`src/rtl/ui_overlay_engine.sv`:
```
// Table-driven UI overlay: N_SLOTS programmable widget rectangles mapped onto the sprite atlas.
// Two-stage pipeline from VGA counters to atlas address, object flag, winning slot and highlight.
module ui_overlay_engine #(
  parameter int unsigned N_SLOTS      = 16,
  parameter int unsigned IDX_W        = $clog2(N_SLOTS),
  parameter int unsigned ATLAS_W      = 360,
  parameter int unsigned ATLAS_H      = 240,
  parameter int unsigned ADDR_W       = 17,
  parameter int unsigned SCALE_SHIFT  = 1,
  parameter int unsigned BLINK_FRAMES = 30
) (
  input  logic              clk,
  input  logic              rst,
  input  logic [9:0]        h_cnt,
  input  logic [9:0]        v_cnt,
  input  logic              frame_tick,
  input  logic              cfg_we,
  input  logic [IDX_W-1:0]  cfg_idx,
  input  logic              cfg_en,
  input  logic [1:0]        cfg_mode,
  input  logic [8:0]        cfg_x,
  input  logic [8:0]        cfg_y,
  input  logic [8:0]        cfg_w,
  input  logic [8:0]        cfg_h,
  input  logic [8:0]        cfg_u,
  input  logic [8:0]        cfg_v,
  output logic              cfg_err,
  input  logic [8:0]        bar_len,
  input  logic [IDX_W-1:0]  sel_idx,
  output logic [ADDR_W-1:0] pixel_addr,
  output logic              isObject,
  output logic [IDX_W-1:0]  obj_idx,
  output logic              highlight
);

  localparam int unsigned CW   = 10;
  localparam int unsigned UW   = 9;
  localparam int unsigned BC_W = (BLINK_FRAMES > 1) ? $clog2(BLINK_FRAMES) : 1;

  localparam logic [1:0] MODE_STATIC = 2'd0;
  localparam logic [1:0] MODE_BLINK  = 2'd1;
  localparam logic [1:0] MODE_BAR    = 2'd2;
  localparam logic [1:0] MODE_SELECT = 2'd3;

  // Slot table
  logic          r_en   [N_SLOTS];
  logic [1:0]    r_mode [N_SLOTS];
  logic [UW-1:0] r_x0   [N_SLOTS];
  logic [UW-1:0] r_y0   [N_SLOTS];
  logic [UW-1:0] r_w    [N_SLOTS];
  logic [UW-1:0] r_h    [N_SLOTS];
  logic [UW-1:0] r_u    [N_SLOTS];
  logic [UW-1:0] r_v    [N_SLOTS];
  logic          r_cfg_err;

  logic [BC_W-1:0] r_blink_cnt;
  logic            r_blink_phase;

  // Stage 1
  logic [CW-1:0]      w_x;
  logic [CW-1:0]      w_y;
  logic [CW-1:0]      w_dx   [N_SLOTS];
  logic [CW-1:0]      w_dy   [N_SLOTS];
  logic               w_in   [N_SLOTS];
  logic               w_gate [N_SLOTS];
  logic [N_SLOTS-1:0] w_hit;
  logic [UW-1:0]      w_au   [N_SLOTS];
  logic [UW-1:0]      w_av   [N_SLOTS];
  logic               w_cfg_ok;

  logic               r_s1_valid;
  logic [N_SLOTS-1:0] r_s1_hit;
  logic [UW-1:0]      r_s1_au [N_SLOTS];
  logic [UW-1:0]      r_s1_av [N_SLOTS];
  logic [IDX_W-1:0]   r_s1_sel;

  // Stage 2
  logic              w_found;
  logic [IDX_W-1:0]  w_win;
  logic [ADDR_W-1:0] w_addr;

  logic [ADDR_W-1:0] r_pixel_addr;
  logic              r_is_object;
  logic [IDX_W-1:0]  r_obj_idx;
  logic              r_highlight;

  // A widget must have non-zero size and lie fully inside the atlas
  always_comb begin : cfg_check
    w_cfg_ok = (cfg_w != '0) && (cfg_h != '0)
            && ((CW'(cfg_u) + CW'(cfg_w)) <= CW'(ATLAS_W))
            && ((CW'(cfg_v) + CW'(cfg_h)) <= CW'(ATLAS_H));
  end

  always_ff @(posedge clk) begin : cfg_regs
    if (rst) begin
      for (int i = 0; i < N_SLOTS; i++) begin
        r_en[i]   <= 1'b0;
        r_mode[i] <= MODE_STATIC;
        r_x0[i]   <= '0;
        r_y0[i]   <= '0;
        r_w[i]    <= '0;
        r_h[i]    <= '0;
        r_u[i]    <= '0;
        r_v[i]    <= '0;
      end
      r_cfg_err <= 1'b0;
    end else begin
      r_cfg_err <= cfg_we & ~w_cfg_ok;
      if (cfg_we && w_cfg_ok) begin
        r_en[cfg_idx]   <= cfg_en;
        r_mode[cfg_idx] <= cfg_mode;
        r_x0[cfg_idx]   <= cfg_x;
        r_y0[cfg_idx]   <= cfg_y;
        r_w[cfg_idx]    <= cfg_w;
        r_h[cfg_idx]    <= cfg_h;
        r_u[cfg_idx]    <= cfg_u;
        r_v[cfg_idx]    <= cfg_v;
      end
    end
  end

  // Blink phase toggles every BLINK_FRAMES frame ticks; visible out of reset
  always_ff @(posedge clk) begin : blink_regs
    if (rst) begin
      r_blink_cnt   <= '0;
      r_blink_phase <= 1'b1;
    end else if (frame_tick) begin
      if (r_blink_cnt == BC_W'(BLINK_FRAMES - 1)) begin
        r_blink_cnt   <= '0;
        r_blink_phase <= ~r_blink_phase;
      end else begin
        r_blink_cnt <= r_blink_cnt + BC_W'(1);
      end
    end
  end

  assign w_x = h_cnt >> SCALE_SHIFT;
  assign w_y = v_cnt >> SCALE_SHIFT;

  // Per-slot rectangle test, mode gate and atlas coordinates
  always_comb begin : s1_hit
    w_hit = '0;
    for (int i = 0; i < N_SLOTS; i++) begin
      w_dx[i] = w_x - CW'(r_x0[i]);
      w_dy[i] = w_y - CW'(r_y0[i]);
      w_in[i] = r_en[i]
             && (w_x >= CW'(r_x0[i])) && (w_x < (CW'(r_x0[i]) + CW'(r_w[i])))
             && (w_y >= CW'(r_y0[i])) && (w_y < (CW'(r_y0[i]) + CW'(r_h[i])));
      // dx < w already holds inside the rectangle, so dx < bar_len gives min(bar_len, w)
      case (r_mode[i])
        MODE_BLINK:  w_gate[i] = r_blink_phase;
        MODE_BAR:    w_gate[i] = (w_dx[i] < CW'(bar_len));
        MODE_SELECT: w_gate[i] = (IDX_W'(i) == sel_idx);
        default:     w_gate[i] = 1'b1;
      endcase
      w_hit[i] = w_in[i] & w_gate[i];
      w_au[i]  = UW'(CW'(r_u[i]) + w_dx[i]);
      w_av[i]  = UW'(CW'(r_v[i]) + w_dy[i]);
    end
  end

  // Atlas coordinates are captured here so a later config write cannot disturb this pixel
  always_ff @(posedge clk) begin : s1_regs
    if (rst) begin
      r_s1_valid <= 1'b0;
      r_s1_hit   <= '0;
      r_s1_sel   <= '0;
      for (int i = 0; i < N_SLOTS; i++) begin
        r_s1_au[i] <= '0;
        r_s1_av[i] <= '0;
      end
    end else begin
      r_s1_valid <= 1'b1;
      r_s1_hit   <= w_hit;
      r_s1_sel   <= sel_idx;
      for (int i = 0; i < N_SLOTS; i++) begin
        r_s1_au[i] <= w_au[i];
        r_s1_av[i] <= w_av[i];
      end
    end
  end

  // Lowest-index hit wins
  always_comb begin : s2_pick
    w_found = 1'b0;
    w_win   = '0;
    for (int i = int'(N_SLOTS) - 1; i >= 0; i--) begin
      if (r_s1_hit[i]) begin
        w_found = 1'b1;
        w_win   = IDX_W'(i);
      end
    end
    w_addr = ADDR_W'(r_s1_av[w_win]) * ADDR_W'(ATLAS_W) + ADDR_W'(r_s1_au[w_win]);
  end

  always_ff @(posedge clk) begin : s2_regs
    if (rst) begin
      r_is_object  <= 1'b0;
      r_pixel_addr <= '0;
      r_obj_idx    <= '0;
      r_highlight  <= 1'b0;
    end else if (r_s1_valid && w_found) begin
      r_is_object  <= 1'b1;
      r_pixel_addr <= w_addr;
      r_obj_idx    <= w_win;
      r_highlight  <= (w_win == r_s1_sel);
    end else begin
      r_is_object  <= 1'b0;
      r_pixel_addr <= '0;
      r_obj_idx    <= '0;
      r_highlight  <= 1'b0;
    end
  end

  assign cfg_err    = r_cfg_err;
  assign pixel_addr = r_pixel_addr;
  assign isObject   = r_is_object;
  assign obj_idx    = r_obj_idx;
  assign highlight  = r_highlight;

endmodule

```
`config.mk`:
```
export PLATFORM = sky130hd
export DESIGN_NAME = ui_overlay_engine
export DESIGN_NICKNAME = d
export VERILOG_FILES = /design/src/rtl/ui_overlay_engine.sv
export SDC_FILE = /design/constraint.sdc
export NUM_CORES = 2
export LEC_CHECK = 0
export ABC_CLOCK_PERIOD_IN_PS = 18500
export BUFFER_PORTS_ARGS = -buffer_cell sky130_fd_sc_hd__clkbuf_2
export CAP_MARGIN = 40
export CORE_MARGIN = 2
export CORE_UTILIZATION = 30
export CTS_CLUSTER_SIZE = 16
export DETAILED_ROUTE_END_ITERATION = 8
export MAX_ROUTING_LAYER = met4
export PLACE_DENSITY = 0.44
export SYNTH_ARGS = -nofsm -noshare
export SYNTH_HDL_FRONTEND = slang
export SYNTH_SLANG_ARGS = --single-unit
```
`constraint.sdc`:
```
create_clock -name clk -period 18.5 [get_ports clk]
set_input_delay 0.925 -clock clk [delete_from_list [all_inputs] [get_ports clk]]
set_output_delay 0.925 -clock clk [all_outputs]
set_load 0.01 [all_outputs]
```
==> impl_metrics.env <==
export IMPL_status="finished clean"
export IMPL_ctsResizeCount=0
export IMPL_h_tree_depth=4
export IMPL_wire_per_inst_um=24.8
export IMPL_relSlewSlack_pct=39.0
export IMPL_worst_r2r_endpoint="pixel_addr[16]"
export IMPL_p_seq_share_pct=33.1
export IMPL_skew_ps=59.9
export IMPL_area_growth_pct=13.8
export IMPL_hold_viol=0
export IMPL_cp_max_fo=46
export IMPL_rsz0062_at_grt="false"
export IMPL_worst_pin_slew_ps=909
export IMPL_crit_chain="nor2_1 -> o31a_1 -> o311a_1 -> or2_4 -> buf_4 -> and3_1 -> a311oi_1 -> a311oi_1 -> a21oi_1 -> ha_1 -> inv_1 -> fa_1 -> fa_1 -> inv_1 -> ha_1 -> nand3_1 -> o2111ai_1 -> xor2_1 -> nand4_1 -> or3_1 -> nor3b_1 -> xor2_1 -> xnor3_1 -> and2_1"
export IMPL_endpoint="pixel_addr[16]"
export IMPL_holdBufCountCts=0
export IMPL_grt_pass1_wl_mm=460
export IMPL_grt_pass1_vias=63900
export IMPL_grt_max_degree=110
export IMPL_clk_latency_ps=850
export IMPL_syn_nets=10300
export IMPL_die_h_um=546
export IMPL_synth_seq_area_share_pct=38.8
export IMPL_reg2reg_depth=24
export IMPL_layout_setup_ws_ps=10740
export IMPL_cts_buffers=165
export IMPL_die_area_um2=298000
export IMPL_cts_tree="yes"
export IMPL_clkPwrFrac_pct=31.8
export IMPL_overflow=0
export IMPL_place_area_um2=94700
export IMPL_critPathKind="reg -> reg"
export IMPL_p_switching_mw=3.72
export IMPL_avgSynthCellArea_um2=10.1
export IMPL_crit_required_ps=19210
export IMPL_ys_warn_count=0
export IMPL_layout_min_cycle_time_ps=7760
export IMPL_min_period_over_period_pct=42.0
export IMPL_wl_mm=325
export IMPL_worst_path_max_delay_cell="a21oi_1"
export IMPL_num_nets_final=10600
export IMPL_antenna_found_initial=89
export IMPL_p_per_area_nw_per_um2=103
export IMPL_critPathLaunchType="flip-flop"
export IMPL_pre_cts_slack_ps=10790
export IMPL_r2r_start="r_s1_hit[14]"
export IMPL_final_common_cell="ha_1"
export IMPL_ant_nets=0
export IMPL_p_leak_nw=43.8
export IMPL_layout_common_cells="1284 x ha_1, 990 x inv_1, 912 x edfxtp_1"
export IMPL_gr_usage_all_layers_pct=22.1
export IMPL_design_area_um2=100000
export IMPL_hpwl_mm=232
export IMPL_ctsLongestPathBuffers=4
export IMPL_slowest_delay_ps=550
export IMPL_intPower_mw=6.62
export IMPL_die_w_um=546
export IMPL_cap_violations=0
export IMPL_yosys_register_bits=1251
export IMPL_first_pass_iters=5
export IMPL_endpoint_kind="flip-flop"
export IMPL_clock_tree_root_cell="clkbuf_16"
export IMPL_arrival_ps=8470
export IMPL_route_detailed_drc=0
export IMPL_place_inst=12700
export IMPL_path_clk_slew_ps=60
export IMPL_final_cells=13100
export IMPL_utilization_pct=34.4
export IMPL_vdd_drop_max_mv=0.133
export IMPL_max_freq_mhz=129
export IMPL_core_um2=292000
export IMPL_fillerInstances=29600
export IMPL_async_flop_share_pct=0
export IMPL_slew_viol_final=0
export IMPL_finalSetupViolCount=0
export IMPL_initialDrtViolationCount=5340
export IMPL_p_total_mw=10.3
export IMPL_fin_setup_tns_ps=0
export IMPL_synthFlopType="edfxtp_1"
export IMPL_finalWeightedCongestion=0.885
export IMPL_min_path_type="in -> reg"
export IMPL_switching_share_pct=36.0
export IMPL_r2r_setup_slack_ps=10740
export IMPL_routed_via_density=4.93
export IMPL_syn_instance_count=8750
export IMPL_vias=64400
export IMPL_initial_utilization_pct=30.2
export IMPL_crit_start="r_s1_hit[14]"
export IMPL_synth_edf_count=912
export IMPL_timing_hold_ws_ps=390
export IMPL_ys_types=81
export IMPL_ioPinCount=122
export IMPL_rows=198
export IMPL_numPortBuffers=119
export IMPL_post_cts_buffers=0
export IMPL_drive_gt1_share_pct=7.08
export IMPL_cts_sinks=1251
export IMPL_syn_area_um2=88100
export IMPL_pwr_share_comb_pct=35.1
sequential cells by signal, indices dropped and copies added (netlist names):
register / cells
pixel_addr: 17
r_u: 144
r_s1_hit: 16
highlight: 1
r_blink_cnt: 5
r_s1_valid: 1
r_y0: 144
r_mode: 32
r_s1_au: 144
r_h: 144
cfg_err: 1
r_s1_av: 144
r_s1_sel: 4
isObject: 1
obj_idx: 4
r_x0: 144
r_blink_phase: 1
r_v: 144
r_en: 16
r_w: 144
logic make-up (layout without fill, tap and decap cells):
logic type      Yosys count  after routing  share of synthesized area (%)
compound gates         1672           1672                           11.9
xor+xnor                592            592                           5.90
fa+ha+maj              1490           1490                           22.9
buf+inv                1248           1620                           5.43
flops                  1251           1251                           38.8
mux                       4              4                         0.0469
other cells               0             50                              0
simple gates           2493           2493                           15.0
worst min-delay path by stage:
stage                              from              to  slack, ps  cells after the start
after floorplan              r_s1_valid      obj_idx[3]        430                      2
after global placement    r_blink_phase   r_blink_phase        480                      2
after detailed placement  r_blink_phase   r_blink_phase        480                      2
after CTS                    frame_tick  r_blink_cnt[1]        330                      2
after global routing         frame_tick  r_blink_cnt[1]        390                      2
final                        frame_tick  r_blink_cnt[1]        390                      2
critical path: cells and delay by family (launching register included):
kind            cells  cell delay [ps]
flops               1              370
simple gates        8             2010
fa+ha+maj           4             1690
compound gates      6             2050
xor+xnor            3              880
buf+inv             3              520
power groups by stage:
stage	Clock (mW)	Sequential (mW)	Combinational, mW
after global routing	3.46	3.45	4.07
after global placement	0	3.48	3.57
after floorplan	0	3.42	2.44
final	3.29	3.42	3.63
after detailed placement	0	3.48	3.61
after CTS	3.36	3.42	3.64
layout make-up:
| cell class | count | area, µm² | share of cell area [%] |
|---|---|---|---|
| clock inverters | 59 | 463 | 0.462 |
| well taps | 3900 | 4880 | 4.87 |
| repair buffers | 325 | 2540 | 2.53 |
| diodes | 50 | 125 | 0.125 |
| inverters | 998 | 3750 | 3.74 |
| clock buffers | 238 | 4980 | 4.97 |
| multi-input cells | 6251 | 49300 | 49.2 |
| flip-flops and latches | 1251 | 34200 | 34.1 |
per-layer routing:
layer  vias up  global-route usage (%)  share of wire [%]
li1      30600                       -                  -
met1     31600                    30.4                 46
met2      1817                    34.8                 45
met3       380                    2.16                6.0
met4         0                    5.35                2.5
met5         -                       -                  0
synthesized netlist by cell type (all sizes together), types with 209 or more instances:
cell | number | share of area, %
inv | 994 | 4.2
a21o | 209 | 1.8
and2 | 889 | 6.3
xnor2 | 364 | 3.6
a21oi | 527 | 3.0
ha | 1284 | 18
edfxtp | 912 | 31
o21ai | 367 | 2.1
nor2 | 504 | 2.2
nand2 | 430 | 1.8
dfxtp | 339 | 7.7
xor2 | 227 | 2.3
Power figures use the tool's default switching activity.
